[src/rtl/mem_bus_arbiter_pkg.sv]
// Shared encodings and helpers for the fetch/data memory-port arbiter.
// The state, owner and size codes are common to the top and the request mux.
package mem_bus_arbiter_pkg;

  typedef enum logic [1:0] {
    ST_IDLE = 2'd0,
    ST_ADDR = 2'd1,
    ST_RESP = 2'd2
  } state_e;

  typedef enum logic {
    OWN_INST = 1'b0,
    OWN_DATA = 1'b1
  } owner_e;

  localparam logic [1:0] SIZE_B = 2'b00;
  localparam logic [1:0] SIZE_H = 2'b01;
  localparam logic [1:0] SIZE_W = 2'b10;

  localparam int STREAK_W = 4;

  function automatic logic size_is_legal(input logic [1:0] size);
    return (size == SIZE_B) || (size == SIZE_H) || (size == SIZE_W);
  endfunction

  // A data win only counts against fetch when fetch was actually waiting.
  function automatic logic [STREAK_W-1:0] streak_after_data_grant(
    input logic                inst_waiting,
    input logic [STREAK_W-1:0] cur,
    input logic [STREAK_W-1:0] lim
  );
    if (!inst_waiting) return '0;
    if (cur >= lim) return lim;
    return cur + 1'b1;
  endfunction

endpackage

[src/rtl/mem_bus_arbiter_if.sv]
// SRAM-like request/response channels: a full read/write channel used for
// the data master and the memory side, and a read-only channel for fetch.
interface mem_bus_arbiter_if #(
  parameter int AW = 32,
  parameter int DW = 32
);
  logic          req;
  logic          wr;
  logic [1:0]    size;
  logic [AW-1:0] addr;
  logic [DW-1:0] wdata;
  logic [3:0]    wstrb;
  logic          addr_ok;
  logic          data_ok;
  logic [DW-1:0] rdata;

  modport master (
    output req, wr, size, addr, wdata, wstrb,
    input  addr_ok, data_ok, rdata
  );

  modport slave (
    input  req, wr, size, addr, wdata, wstrb,
    output addr_ok, data_ok, rdata
  );
endinterface

interface mem_bus_arbiter_fetch_if #(
  parameter int AW = 32,
  parameter int DW = 32
);
  logic          req;
  logic [1:0]    size;
  logic [AW-1:0] addr;
  logic          addr_ok;
  logic          data_ok;
  logic [DW-1:0] rdata;

  modport master (
    output req, size, addr,
    input  addr_ok, data_ok, rdata
  );

  modport slave (
    input  req, size, addr,
    output addr_ok, data_ok, rdata
  );
endinterface

[src/rtl/mem_bus_arbiter_bus_req_mux.sv]
// Combinational 2:1 selection of request fields by the current owner.
// Fetch never writes, so its write-side fields are forced to zero.
module mem_bus_arbiter_bus_req_mux
  import mem_bus_arbiter_pkg::*;
#(
  parameter int AW = 32,
  parameter int DW = 32
) (
  input  owner_e        owner,
  input  logic [1:0]    inst_size,
  input  logic [AW-1:0] inst_addr,
  input  logic          data_wr,
  input  logic [1:0]    data_size,
  input  logic [AW-1:0] data_addr,
  input  logic [DW-1:0] data_wdata,
  input  logic [3:0]    data_wstrb,
  output logic          wr,
  output logic [1:0]    size,
  output logic [AW-1:0] addr,
  output logic [DW-1:0] wdata,
  output logic [3:0]    wstrb
);

  always_comb begin
    wr    = 1'b0;
    size  = inst_size;
    addr  = inst_addr;
    wdata = '0;
    wstrb = '0;
    if (owner == OWN_DATA) begin
      wr    = data_wr;
      size  = data_size;
      addr  = data_addr;
      wdata = data_wdata;
      wstrb = data_wstrb;
    end
  end

endmodule

[src/rtl/mem_bus_arbiter.sv]
// Shares one SRAM-like memory port between the fetch and data masters.
// Data has priority; a streak counter forces fetch through after STREAK_MAX data wins.
module mem_bus_arbiter
  import mem_bus_arbiter_pkg::*;
#(
  parameter int STREAK_MAX = 4,
  parameter int AW         = 32,
  parameter int DW         = 32
) (
  input  logic                     clk,
  input  logic                     resetn,
  mem_bus_arbiter_fetch_if.slave   inst,
  mem_bus_arbiter_if.slave         data,
  mem_bus_arbiter_if.master        bus
);

  localparam logic [STREAK_W-1:0] STREAK_LIM = STREAK_W'(STREAK_MAX);

  state_e              state_q,  state_d;
  owner_e              owner_q,  owner_d;
  logic [STREAK_W-1:0] streak_q, streak_d;

  logic          data_win;
  logic          mux_wr;
  logic [1:0]    mux_size;
  logic [AW-1:0] mux_addr;
  logic [DW-1:0] mux_wdata;
  logic [3:0]    mux_wstrb;

  assign data_win = data.req && !(inst.req && (streak_q == STREAK_LIM));

  always_ff @(posedge clk or negedge resetn) begin
    if (!resetn) begin
      state_q  <= ST_IDLE;
      owner_q  <= OWN_INST;
      streak_q <= '0;
    end else begin
      state_q  <= state_d;
      owner_q  <= owner_d;
      streak_q <= streak_d;
    end
  end

  // Grant is decided only from IDLE; owner and streak are frozen until the response returns.
  always_comb begin
    state_d  = state_q;
    owner_d  = owner_q;
    streak_d = streak_q;
    case (state_q)
      ST_IDLE: begin
        if (data_win) begin
          owner_d  = OWN_DATA;
          state_d  = ST_ADDR;
          streak_d = streak_after_data_grant(inst.req, streak_q, STREAK_LIM);
        end else if (inst.req) begin
          owner_d  = OWN_INST;
          state_d  = ST_ADDR;
          streak_d = '0;
        end
      end
      ST_ADDR: begin
        if (bus.addr_ok) state_d = ST_RESP;
      end
      ST_RESP: begin
        if (bus.data_ok) state_d = ST_IDLE;
      end
      default: state_d = ST_IDLE;
    endcase
  end

  mem_bus_arbiter_bus_req_mux #(
    .AW (AW),
    .DW (DW)
  ) u_bus_req_mux (
    .owner      (owner_q),
    .inst_size  (inst.size),
    .inst_addr  (inst.addr),
    .data_wr    (data.wr),
    .data_size  (data.size),
    .data_addr  (data.addr),
    .data_wdata (data.wdata),
    .data_wstrb (data.wstrb),
    .wr         (mux_wr),
    .size       (mux_size),
    .addr       (mux_addr),
    .wdata      (mux_wdata),
    .wstrb      (mux_wstrb)
  );

  // Everything is derived from state so an asynchronous reset clears all outputs at once.
  always_comb begin
    bus.req       = 1'b0;
    bus.wr        = 1'b0;
    bus.size      = '0;
    bus.addr      = '0;
    bus.wdata     = '0;
    bus.wstrb     = '0;
    inst.addr_ok  = 1'b0;
    inst.data_ok  = 1'b0;
    inst.rdata    = '0;
    data.addr_ok  = 1'b0;
    data.data_ok  = 1'b0;
    data.rdata    = '0;
    case (state_q)
      ST_ADDR: begin
        bus.req   = 1'b1;
        bus.wr    = mux_wr;
        bus.size  = mux_size;
        bus.addr  = mux_addr;
        bus.wdata = mux_wdata;
        bus.wstrb = mux_wstrb;
        if (owner_q == OWN_DATA) data.addr_ok = bus.addr_ok;
        else                     inst.addr_ok = bus.addr_ok;
      end
      ST_RESP: begin
        if (bus.data_ok) begin
          if (owner_q == OWN_DATA) begin
            data.data_ok = 1'b1;
            data.rdata   = bus.rdata;
          end else begin
            inst.data_ok = 1'b1;
            inst.rdata   = bus.rdata;
          end
        end
      end
      default: ;
    endcase
  end

endmodule
[src/flat_wrapper.sv]
// flat-port wrapper written by rule: the top's interface ports become plain ports
module mem_bus_arbiter_flat import mem_bus_arbiter_pkg::*;
#(
  parameter int STREAK_MAX = 4,
  parameter int AW         = 32,
  parameter int DW         = 32
)
  (clk, resetn, inst_req, inst_size, inst_addr, inst_addr_ok, inst_data_ok, inst_rdata, data_req, data_wr, data_size, data_addr, data_wdata, data_wstrb, data_addr_ok, data_data_ok, data_rdata, bus_req, bus_wr, bus_size, bus_addr, bus_wdata, bus_wstrb, bus_addr_ok, bus_data_ok, bus_rdata);
  mem_bus_arbiter_fetch_if #(.AW(AW), .DW(DW)) inst_i ();
  mem_bus_arbiter_if #(.AW(AW), .DW(DW)) data_i ();
  mem_bus_arbiter_if #(.AW(AW), .DW(DW)) bus_i ();
  input  logic clk;
  input  logic resetn;
  input wire logic [$bits(inst_i.req)-1:0] inst_req;
  input wire logic [$bits(inst_i.size)-1:0] inst_size;
  input wire logic [$bits(inst_i.addr)-1:0] inst_addr;
  output wire logic [$bits(inst_i.addr_ok)-1:0] inst_addr_ok;
  output wire logic [$bits(inst_i.data_ok)-1:0] inst_data_ok;
  output wire logic [$bits(inst_i.rdata)-1:0] inst_rdata;
  input wire logic [$bits(data_i.req)-1:0] data_req;
  input wire logic [$bits(data_i.wr)-1:0] data_wr;
  input wire logic [$bits(data_i.size)-1:0] data_size;
  input wire logic [$bits(data_i.addr)-1:0] data_addr;
  input wire logic [$bits(data_i.wdata)-1:0] data_wdata;
  input wire logic [$bits(data_i.wstrb)-1:0] data_wstrb;
  output wire logic [$bits(data_i.addr_ok)-1:0] data_addr_ok;
  output wire logic [$bits(data_i.data_ok)-1:0] data_data_ok;
  output wire logic [$bits(data_i.rdata)-1:0] data_rdata;
  output wire logic [$bits(bus_i.req)-1:0] bus_req;
  output wire logic [$bits(bus_i.wr)-1:0] bus_wr;
  output wire logic [$bits(bus_i.size)-1:0] bus_size;
  output wire logic [$bits(bus_i.addr)-1:0] bus_addr;
  output wire logic [$bits(bus_i.wdata)-1:0] bus_wdata;
  output wire logic [$bits(bus_i.wstrb)-1:0] bus_wstrb;
  input wire logic [$bits(bus_i.addr_ok)-1:0] bus_addr_ok;
  input wire logic [$bits(bus_i.data_ok)-1:0] bus_data_ok;
  input wire logic [$bits(bus_i.rdata)-1:0] bus_rdata;
  assign inst_i.req = inst_req;
  assign inst_i.size = inst_size;
  assign inst_i.addr = inst_addr;
  assign inst_addr_ok = inst_i.addr_ok;
  assign inst_data_ok = inst_i.data_ok;
  assign inst_rdata = inst_i.rdata;
  assign data_i.req = data_req;
  assign data_i.wr = data_wr;
  assign data_i.size = data_size;
  assign data_i.addr = data_addr;
  assign data_i.wdata = data_wdata;
  assign data_i.wstrb = data_wstrb;
  assign data_addr_ok = data_i.addr_ok;
  assign data_data_ok = data_i.data_ok;
  assign data_rdata = data_i.rdata;
  assign bus_req = bus_i.req;
  assign bus_wr = bus_i.wr;
  assign bus_size = bus_i.size;
  assign bus_addr = bus_i.addr;
  assign bus_wdata = bus_i.wdata;
  assign bus_wstrb = bus_i.wstrb;
  assign bus_i.addr_ok = bus_addr_ok;
  assign bus_i.data_ok = bus_data_ok;
  assign bus_i.rdata = bus_rdata;
  mem_bus_arbiter #(.STREAK_MAX(STREAK_MAX), .AW(AW), .DW(DW)) u_core (.clk(clk), .resetn(resetn), .inst(inst_i), .data(data_i), .bus(bus_i));
endmodule
[config.mk]
export PLATFORM = sky130hd
export DESIGN_NAME = mem_bus_arbiter_flat
export DESIGN_NICKNAME = d
export VERILOG_FILES = /design/src/rtl/mem_bus_arbiter_pkg.sv /design/src/rtl/mem_bus_arbiter_if.sv /design/src/rtl/mem_bus_arbiter_bus_req_mux.sv /design/src/rtl/mem_bus_arbiter.sv /design/src/flat_wrapper.sv
export SDC_FILE = /design/constraint.sdc
export NUM_CORES = 1
export LEC_CHECK = 0
export BUFFER_PORTS_ARGS = -buffer_cell sky130_fd_sc_hd__buf_2
export CELL_PAD_IN_SITES_DETAIL_PLACEMENT = 0
export CELL_PAD_IN_SITES_GLOBAL_PLACEMENT = 1
export CORE_MARGIN = 4
export CORE_UTILIZATION = 16
export CTS_CLUSTER_DIAMETER = 100
export DETAILED_ROUTE_END_ITERATION = 6
export PLACE_DENSITY_LB_ADDON = 0.1
export SYNTH_ARGS = -nofsm -noshare
export SYNTH_HDL_FRONTEND = slang
export SYNTH_SLANG_ARGS = --single-unit
[constraint.sdc]
create_clock -name clk -period 1.5 [get_ports clk]
set_clock_uncertainty 0.05 [all_clocks]
set_input_delay 0.075 -clock clk [delete_from_list [all_inputs] [get_ports clk]]
set_output_delay 0.075 -clock clk [all_outputs]
set_load 0.03 [all_outputs]
==> results of run 1 <==
## logic make-up (layout without fill, tap and decap cells)
kind of cell    Yosys count  count (layout)  share of synthesized area
buf+inv                  25             331                      0.107
simple gates            148             148                      0.529
flops                     7               7                      0.106
compound gates            7               7                     0.0302
mux                      35              35                      0.212
fa+ha+maj                 2               2                     0.0151
## power by group
part	switching [uW]	internal [uW]	leakage [uW]
combinational	3690	3460	0.00257
clock	76.1	183	0.0000228
sequential	72.6	262	0.0000888
## stage by stage
stage	utilization	total power, uW
detailed placement	0.322	4830
global route	0.483	8130
floorplan	-	3640
CTS	0.433	6350
finish	0.483	7740
global placement	0.322	4860
## flip-flops by register name (all words and copies together) (netlist names)
| name | count |
|---|---|
| u_core.owner_q | 1 |
| u_core.state_q | 2 |
| u_core.streak_q | 4 |
## layout make-up
type / count / share of cell area
clock buffers: 4 / 0.00942
inverters: 3 / 0.00392
multi-input cells: 192 / 0.311
flip-flops and latches: 7 / 0.0372
well taps: 133 / 0.0348
repair buffers: 324 / 0.604
## placed cells by master (no fill, tap or decap), types with 2 or more instances in the layout
master	count
inv_1	2
buf_6	117
o21ai_0	3
nor3b_2	2
and3_1	33
nor2_1	34
mux2i_1	33
clkbuf_8	3
ha_1	2
buf_8	6
and2_1	13
buf_16	6
dfrtp_2	2
buf_2	144
buf_12	7
and3_4	5
dfrtp_1	5
and2_4	53
nand2b_4	2
buf_4	36
clkbuf_16	7
## final timing paths
path	from	to	slack [ps]	cells after the start
worst max-delay path	u_core.owner_q	inst_rdata[6]	-180	6
worst max register to register	u_core.state_q[0]	u_core.streak_q[0]	90	4
worst min register to register	u_core.streak_q[1]	u_core.streak_q[1]	480	1
worst min-delay path	bus_data_ok	u_core.state_q[1]	30	2
min in group asynchronous	resetn	u_core.streak_q[1]	160	2
max in group asynchronous	resetn	u_core.owner_q	1080	2
## per-layer routing
metal	vias to the layer above	routed length (um)	track usage
met4	2	127	0.0303
met1	1302	3950	0.138
met5	-	20	0
li1	1368	-	-
met3	13	1020	0.0288
met2	175	6520	0.318
## repair_timing
item | 4_1_cts | 5_1_grt
endpoints found under the hold margin | 7 | 0
setup buffers | 7 | 12
pin swaps | 18 | 33
hold buffers | 1 | 0
setup endpoints to repair | 138 | 139
gates cloned | 6 | 11
gates resized for setup | 275 | 99
## worst max-delay path, cell delays in order (launching register included)
cell,delay (ps)
dfrtp_2,420
buf_4,150
nor3b_4,180
buf_6,160
buf_6,140
and2_1,140
buf_6,130
==> results.yml, run 1 <==
global_route:
  grt.total_usage: 0.147
  grt_pass1_wl_um: 13900
  grt_max_degree: 46
  antenna_found_initial: 1
  first_global_vias: 2732
  grt_overflow: 0
logic_synthesis:
  yosysTopAreaCellShare: 0.249
  yosysSeqAreaShare: 0.106
  ys_async_sr_fraction: 1.00
  syn_nets: 369
  synthTopCellsByArea: "and2_1 25%, mux2i_1 21%, and3_1 14%"
  synthDistinctLibCells: 27
  synth_area_per_cell_um2: 7.39
  synth_edf_count: 0
  synth_seq_cells: 7
  synth.most_common_cell: "and2_1"
  yosysTopAreaCell: "and2_1"
  ys.flop_type: "dfrtp_1"
  syn_inst: 224
  yosys_warnings: 0
  synth_area_um2: 1660
  yosys-top-cells-count: "66 x and2_1, 38 x and3_1, 35 x nor2_1"
worst_hold_path:
  hold_path.class: "input pin to flop"
drt:
  first_pass_iters: 4
  drt_iter0_markers: 52
  postRouteAntennaNets: 0
  via_per_inst: 4.31
  post_drt_wl_per_cell_um: 17.5
  via_count: 2860
  drc_errors: 0
  drt-total-wl_um: 11600
cells_and_area:
  final_cells: 663
  n_antenna_cell: 0
  final_nets: 676
  area_growth_pct: 189
  regArea_um2: 178
  drive_gt1_frac: 0.747
  fillers: 950
  multi_input_area_um2: 1490
  fin_area_um2: 4780
setup_path:
  worstSetupStartpointType: "flop"
  arrival_ps: 1560
  crit_required_ps: 1370
  crit_fanout: 8
  crit_path_end_kind: "output pin"
  path_class: "flop to output pin"
floorplanning:
  die-area_um2: 12000
  fp.coreArea_um2: 9910
  io_pins: 283
  fp.dieH_um: 110
  start_util: 0.167
  die_w_um: 110
  fp-row-count: 36
timing:
  worst_pin_slew_ps: 578
  tns_ps: -12770
  setup_slack_ps: -185
  finalSetupViolCount: 135
  rsz0062_at_grt: "yes"
  relSlewSlack: 0.611
  hold_violations: 0
  period_minus_slack_ps: 1680
  whs_ps: 32.8
  fin_crit_sh: 1.12
  fmax_ghz: 0.594
  final_max_slew_viol_count: 0
run_status:
  status: "finished, violations left"
  violations: "setup timing"
placement:
  post-place-ws_ps: 33.1
  place_hpwl_um: 7350
  dp_cells: 624
  placed_area_um2: 3190
  port_buffers: 282
  gp_congestion: 0.757
flow_run:
  drv_cap: 0
cts:
  cts_tree: "done"
  path_clk_slew_ps: 40
  h-tree-depth: 1
  cts_buffer_depth: 2
  numClockSinks: 7
  cts_buffers: 3
  cts-root-buf: "clkbuf_8"
  insertion_delay_ps: 230
power:
  power_density_nw_per_um2: 1620
  p_leak_uw: 0.00268
  peakVddDrop_mv: 0.892
(Power assumes the default switching activity.)
==> run 2: changes to the inputs <==
ABC_AREA = 1   (was not set)
==> results.yml, run 2 <==
run_status:
  status: "finished, violations left"
  violations: "setup timing"
setup_path:
  reg2regPathDepth: 6
  path_class: "flop to output pin"
  crit_path_end_kind: "output pin"
  worstSetupStartpointType: "flop"
  crit_required_ps: 1370
  regToRegSetupSlack_ps: 140
  crit_fanout: 33
  crit_start: "u_core.owner_q"
  r2r-end: "u_core.streak_q[1]"
  arrival_ps: 1460
  timing.rr.start: "u_core.state_q[0]"
logic_synthesis:
  yosysTopAreaCell: "nand2_1"
  synth_area_um2: 1850
  ys.flop_type: "dfrtp_1"
  synth.most_common_cell: "nand2_1"
  syn_inst: 352
  yosysSeqAreaShare: 0.0946
  yosys-top-cells-count: "119 x nand2_1, 110 x nor2_1, 42 x inv_1"
  synth_area_per_cell_um2: 5.26
  yosysTopAreaCellShare: 0.241
  synthDistinctLibCells: 18
  ys_async_sr_fraction: 1.00
  syn_nets: 497
  synthTopCellsByArea: "nand2_1 24%, nor2_1 22%, a21oi_2 15%"
  yosys_warnings: 0
  synth_seq_cells: 7
  synth_edf_count: 0
floorplanning:
  io_pins: 283
  fp.dieH_um: 116
  die-area_um2: 13400
  fp-row-count: 39
  start_util: 0.163
  die_w_um: 116
  fp.coreArea_um2: 11400
timing:
  fmax_ghz: 0.632
  hold_violations: 0
  worst_pin_slew_ps: 255
  setup_slack_ps: -82.3
  finalSetupViolCount: 109
  period_minus_slack_ps: 1580
  rsz0062_at_grt: "yes"
  final_max_slew_viol_count: 0
  relSlewSlack: 0.829
  fin_crit_sh: 1.05
global_route:
  antenna_found_initial: 0
  grt_max_degree: 35
  grt_pass1_wl_um: 14500
  grt.total_usage: 0.134
  first_global_vias: 2864
  grt_overflow: 0
cells_and_area:
  regMostFlops: "u_core.streak_q"
  layout_common_cells: "153 x buf_2, 103 x nor2_1, 101 x nand2_1, 90 x buf_4"
  drive_gt1_frac: 0.585
  finish.utilization: 0.374
  final_common_cell: "buf_2"
  largest_reg_flops: 4
  final_cells: 774
  area_growth_pct: 130
  reg_top3: "u_core.streak_q: 4 flops, u_core.state_q: 2 flops, u_core.owner_q: 1 flops"
  final_nets: 777
  n_antenna_cell: 0
placement:
  gp_congestion: 0.743
  port_buffers: 282
  dp_cells: 760
  post-place-ws_ps: 134
  place_hpwl_um: 8070
worst_hold_path:
  hold_path.class: "input pin to flop"
  whs_path_depth: 2
  min_to: "u_core.state_q[0]"
  hold_path_startpoint: "bus_addr_ok"
power:
  power_density_nw_per_um2: 1670
  p_leak_uw: 0.00246
  peakVddDrop_mv: 0.989
flow_run:
  drv_cap: 0
cts:
  cts-root-buf: "clkbuf_16"
  cts_buffers: 3
  h-tree-depth: 1
  insertion_delay_ps: 230
  cts_tree: "done"
  path_clk_slew_ps: 40
  numClockSinks: 7
  cts_buffer_depth: 2
drt:
  drt-total-wl_um: 10500
  highest_layer: "met4"
  postRouteAntennaNets: 0
  wl_met2_um: 5910
  via_count: 3116
  wl_met3_um: 1020
  drt_iter0_markers: 96
  drc_errors: 0
  post_drt_wl_per_cell_um: 13.6
  wl_met1_um: 3440
  via_per_inst: 4.03
  first_pass_iters: 4
run 2: stage by stage:
step	hold WS, ps	setup TNS (ps)	area [um^2]	power (uW)
2_1_floorplan	-271	0	1850	3960
3_3_place_gp	-127	0	3340	5160
3_5_place_dp	-127	0	3340	5150
4_1_cts	42.2	-3170	3910	6540
5_1_grt	66.6	-11160	4260	7550
6_report	40.9	-5150	4260	7090
run 2: layer usage:
| layer | global-route usage | vias to the layer above |
|---|---|---|
| li1 | - | 1597 |
| met1 | 0.138 | 1354 |
| met2 | 0.274 | 157 |
| met3 | 0.0287 | 8 |
| met4 | 0.0297 | 0 |
| met5 | 0 | - |
run 2: layout make-up:
type,count,area (um^2)
Inverter,44,178
Fill cell,1251,7110
Timing Repair Buffer,300,2210
Clock buffer,4,78.8
Tap cell,143,179
Sequential cell,7,180
Multi-Input combinational cell,276,1430
run 2: power breakdown:
group	internal, uW	total (uW)	switching, uW
sequential	263	374	111
combinational	2460	6260	3810
clock	353	451	97.8
run 2: how the worst max path moves through the flow:
stage	endpoint	slack [ps]	depth (start not counted)
4_1_cts	data_addr_ok	-80	4
2_1_floorplan	inst_addr_ok	90	6
3_3_place_gp	data_rdata[3]	150	5
5_1_grt	data_rdata[0]	-130	5
3_5_place_dp	data_rdata[28]	130	5
6_report	data_rdata[31]	-80	5
run 2: what timing repair did:
item | 4_1_cts | 5_1_grt
resized for setup | 133 | 103
hold endpoints to repair | 7 | 0
gates cloned | 3 | 2
setup endpoints to repair | 100 | 139
setup buffers | 3 | 1
pin swaps | 1 | 16
hold buffers | 1 | 0
run 2: critical path: stages, from the launching register on:
cell and delay [ps]:
dfrtp_4 560, buf_12 160, nand3_4 70, buf_12 180
nor2_1 70, buf_4 170
run 2: logic make-up after synthesis:
| group | Yosys count | share of synthesized area |
|---|---|---|
| flops | 7 | 0.0946 |
| fa+ha+maj | 2 | 0.0135 |
| buf+inv | 69 | 0.223 |
| simple gates | 235 | 0.497 |
| compound gates | 39 | 0.172 |
==> run 3: changes to the inputs <==
GPL_ROUTABILITY_DRIVEN = 0   (was not set)
PLACE_DENSITY = 0.92   (was not set)
PLACE_DENSITY_LB_ADDON = not set   (was 0.1)
==> results.yml, run 3 (synthesis results as in run 2) <==
cts:
  insertion_delay_ps: 230
  h-tree-depth: 1
  cts_tree: "done"
  cts_buffers: 3
  cts-root-buf: "clkbuf_16"
  cts_buffer_depth: 2
  path_clk_slew_ps: 30
  numClockSinks: 7
floorplanning:
  die_w_um: 116
  fp-row-count: 39
  die-area_um2: 13400
  fp.dieH_um: 116
  start_util: 0.163
  io_pins: 283
  fp.coreArea_um2: 11400
setup_path:
  path_class: "flop to output pin"
  path_cells: "buf_6, buf_16, nand2_1, a21oi_2, buf_6"
  crit_path_end_kind: "output pin"
  crit_fanout: 9
  worstSetupStartpointType: "flop"
  critPathMaxStageDelay_ps: 480
  crit_start: "u_core.owner_q"
  cpMostUsedCell: "buf_6"
  cp_slowest_cell: "dfrtp_2"
  timing.rr.start: "u_core.state_q[0]"
  arrival_ps: 1410
  crit_required_ps: 1370
cells_and_area:
  layout_common_cells: "148 x buf_2, 97 x nand2_1, 84 x nor2_1, 81 x buf_4, 57 x buf_6"
  area_growth_pct: 137
  largest_reg_flops: 4
  final_nets: 781
  drive_gt1_frac: 0.620
  reg_top3: "u_core.streak_q: 4 flops, u_core.state_q: 2 flops, u_core.owner_q: 1 flops"
  fillers: 1187
  regMostFlops: "u_core.streak_q"
  final_common_cell: "buf_2"
drt:
  drt-total-wl_um: 10600
  first_pass_iters: 4
  via_count: 3222
  postRouteAntennaNets: 0
  drt_iter0_markers: 92
  drc_errors: 0
  via_per_inst: 4.14
  post_drt_wl_per_cell_um: 13.6
timing:
  worst_pin_slew_ps: 281
  fmax_ghz: 0.651
  tns_ps: -348
  relSlewSlack: 0.813
  finalSetupViolCount: 40
  rsz0062_at_grt: "yes"
  period_minus_slack_ps: 1540
  setup_slack_ps: -36.6
  final_max_slew_viol_count: 0
  hold_violations: 0
  fin_crit_sh: 1.02
run_status:
  status: "finished, violations left"
  violations: "setup timing"
power:
  peakVddDrop_mv: 0.878
  power_uw: 7300
  power_density_nw_per_um2: 1660
  p_leak_uw: 0.00249
placement:
  place_hpwl_um: 7470
  port_buffers: 282
global_route:
  antenna_found_initial: 1
  grt.total_usage: 0.127
  grt_max_degree: 42
  first_global_vias: 2849
  grt_pass1_wl_um: 13700
  grt_overflow: 0
worst_hold_path:
  hold_path_startpoint: "bus_addr_ok"
  hold_path.class: "input pin to flop"
flow_run:
  drv_cap: 0
==> run 3: critical path, delay by kind of cell (launching register included) <==
| kind | cells | cell delay (ps) |
|---|---|---|
| AND/OR/NAND/NOR | 1 | 70 |
| AO/OA/AOI/OAI | 1 | 160 |
| buffers and inverters | 3 | 460 |
| flip-flops | 1 | 480 |
==> run 3: what timing repair did <==
item | CTS | global route
hold buffers | 1 | 0
gates resized for setup | 144 | 148
hold endpoints to repair | 7 | 0
setup endpoints to repair | 135 | 138
pin swaps | 7 | 19
gates cloned | 4 | 4
setup buffers | 6 | 0
==> run 3: path summary, 6_finish.rpt <==
check	to	slack, ps	cells past startpoint
worst max register to register	u_core.streak_q[1]	150	6
max in group asynchronous	u_core.state_q[0]	1070	2
min in group asynchronous	u_core.streak_q[0]	160	2
worst max-delay path	bus_addr[20]	-40	5
worst min-delay path	u_core.state_q[0]	80	2
worst min register to register	u_core.streak_q[2]	460	2
==> run 3: through the flow <==
step                hold WS, ps   util  setup WS (ps)  area [um^2]  std cells
detailed placement         -137  0.294            116         3340        760
global route               98.4  0.386          -87.2         4390        779
CTS                        66.9  0.351          -31.1         3990        775
floorplan                  -271      -           93.7         1850        352
global placement           -137  0.294            130         3340        760
finish                     82.4  0.386          -36.6         4390        779
==> run 3: power by group <==
part / switching [uW] / internal, uW / total, uW
clock: 99.5 / 353 / 453
sequential: 95.5 / 256 / 352
combinational: 3860 / 2630 / 6490
total: 4060 / 3240 / 7300
==> run 3: final cells by class <==
cell class	instances	area, um^2	area share
Multi-Input combinational cell	276	1430	0.325
Timing Repair Buffer	304	2360	0.537
Antenna cell	1	2.50	0.000569
Clock buffer	4	78.8	0.0179
Inverter	44	170	0.0387
Sequential cell	7	178	0.0404
Tap cell	143	179	0.0407
==> run 3: routing by layer <==
metal / global-route usage / up-vias / routed length [um]
met3: 0.0282 / 16 / 1230
met2: 0.244 / 196 / 5500
met1: 0.137 / 1400 / 3650
met5: 0 / - / 0
met4: 0.0430 / 0 / 210
li1: - / 1610 / -
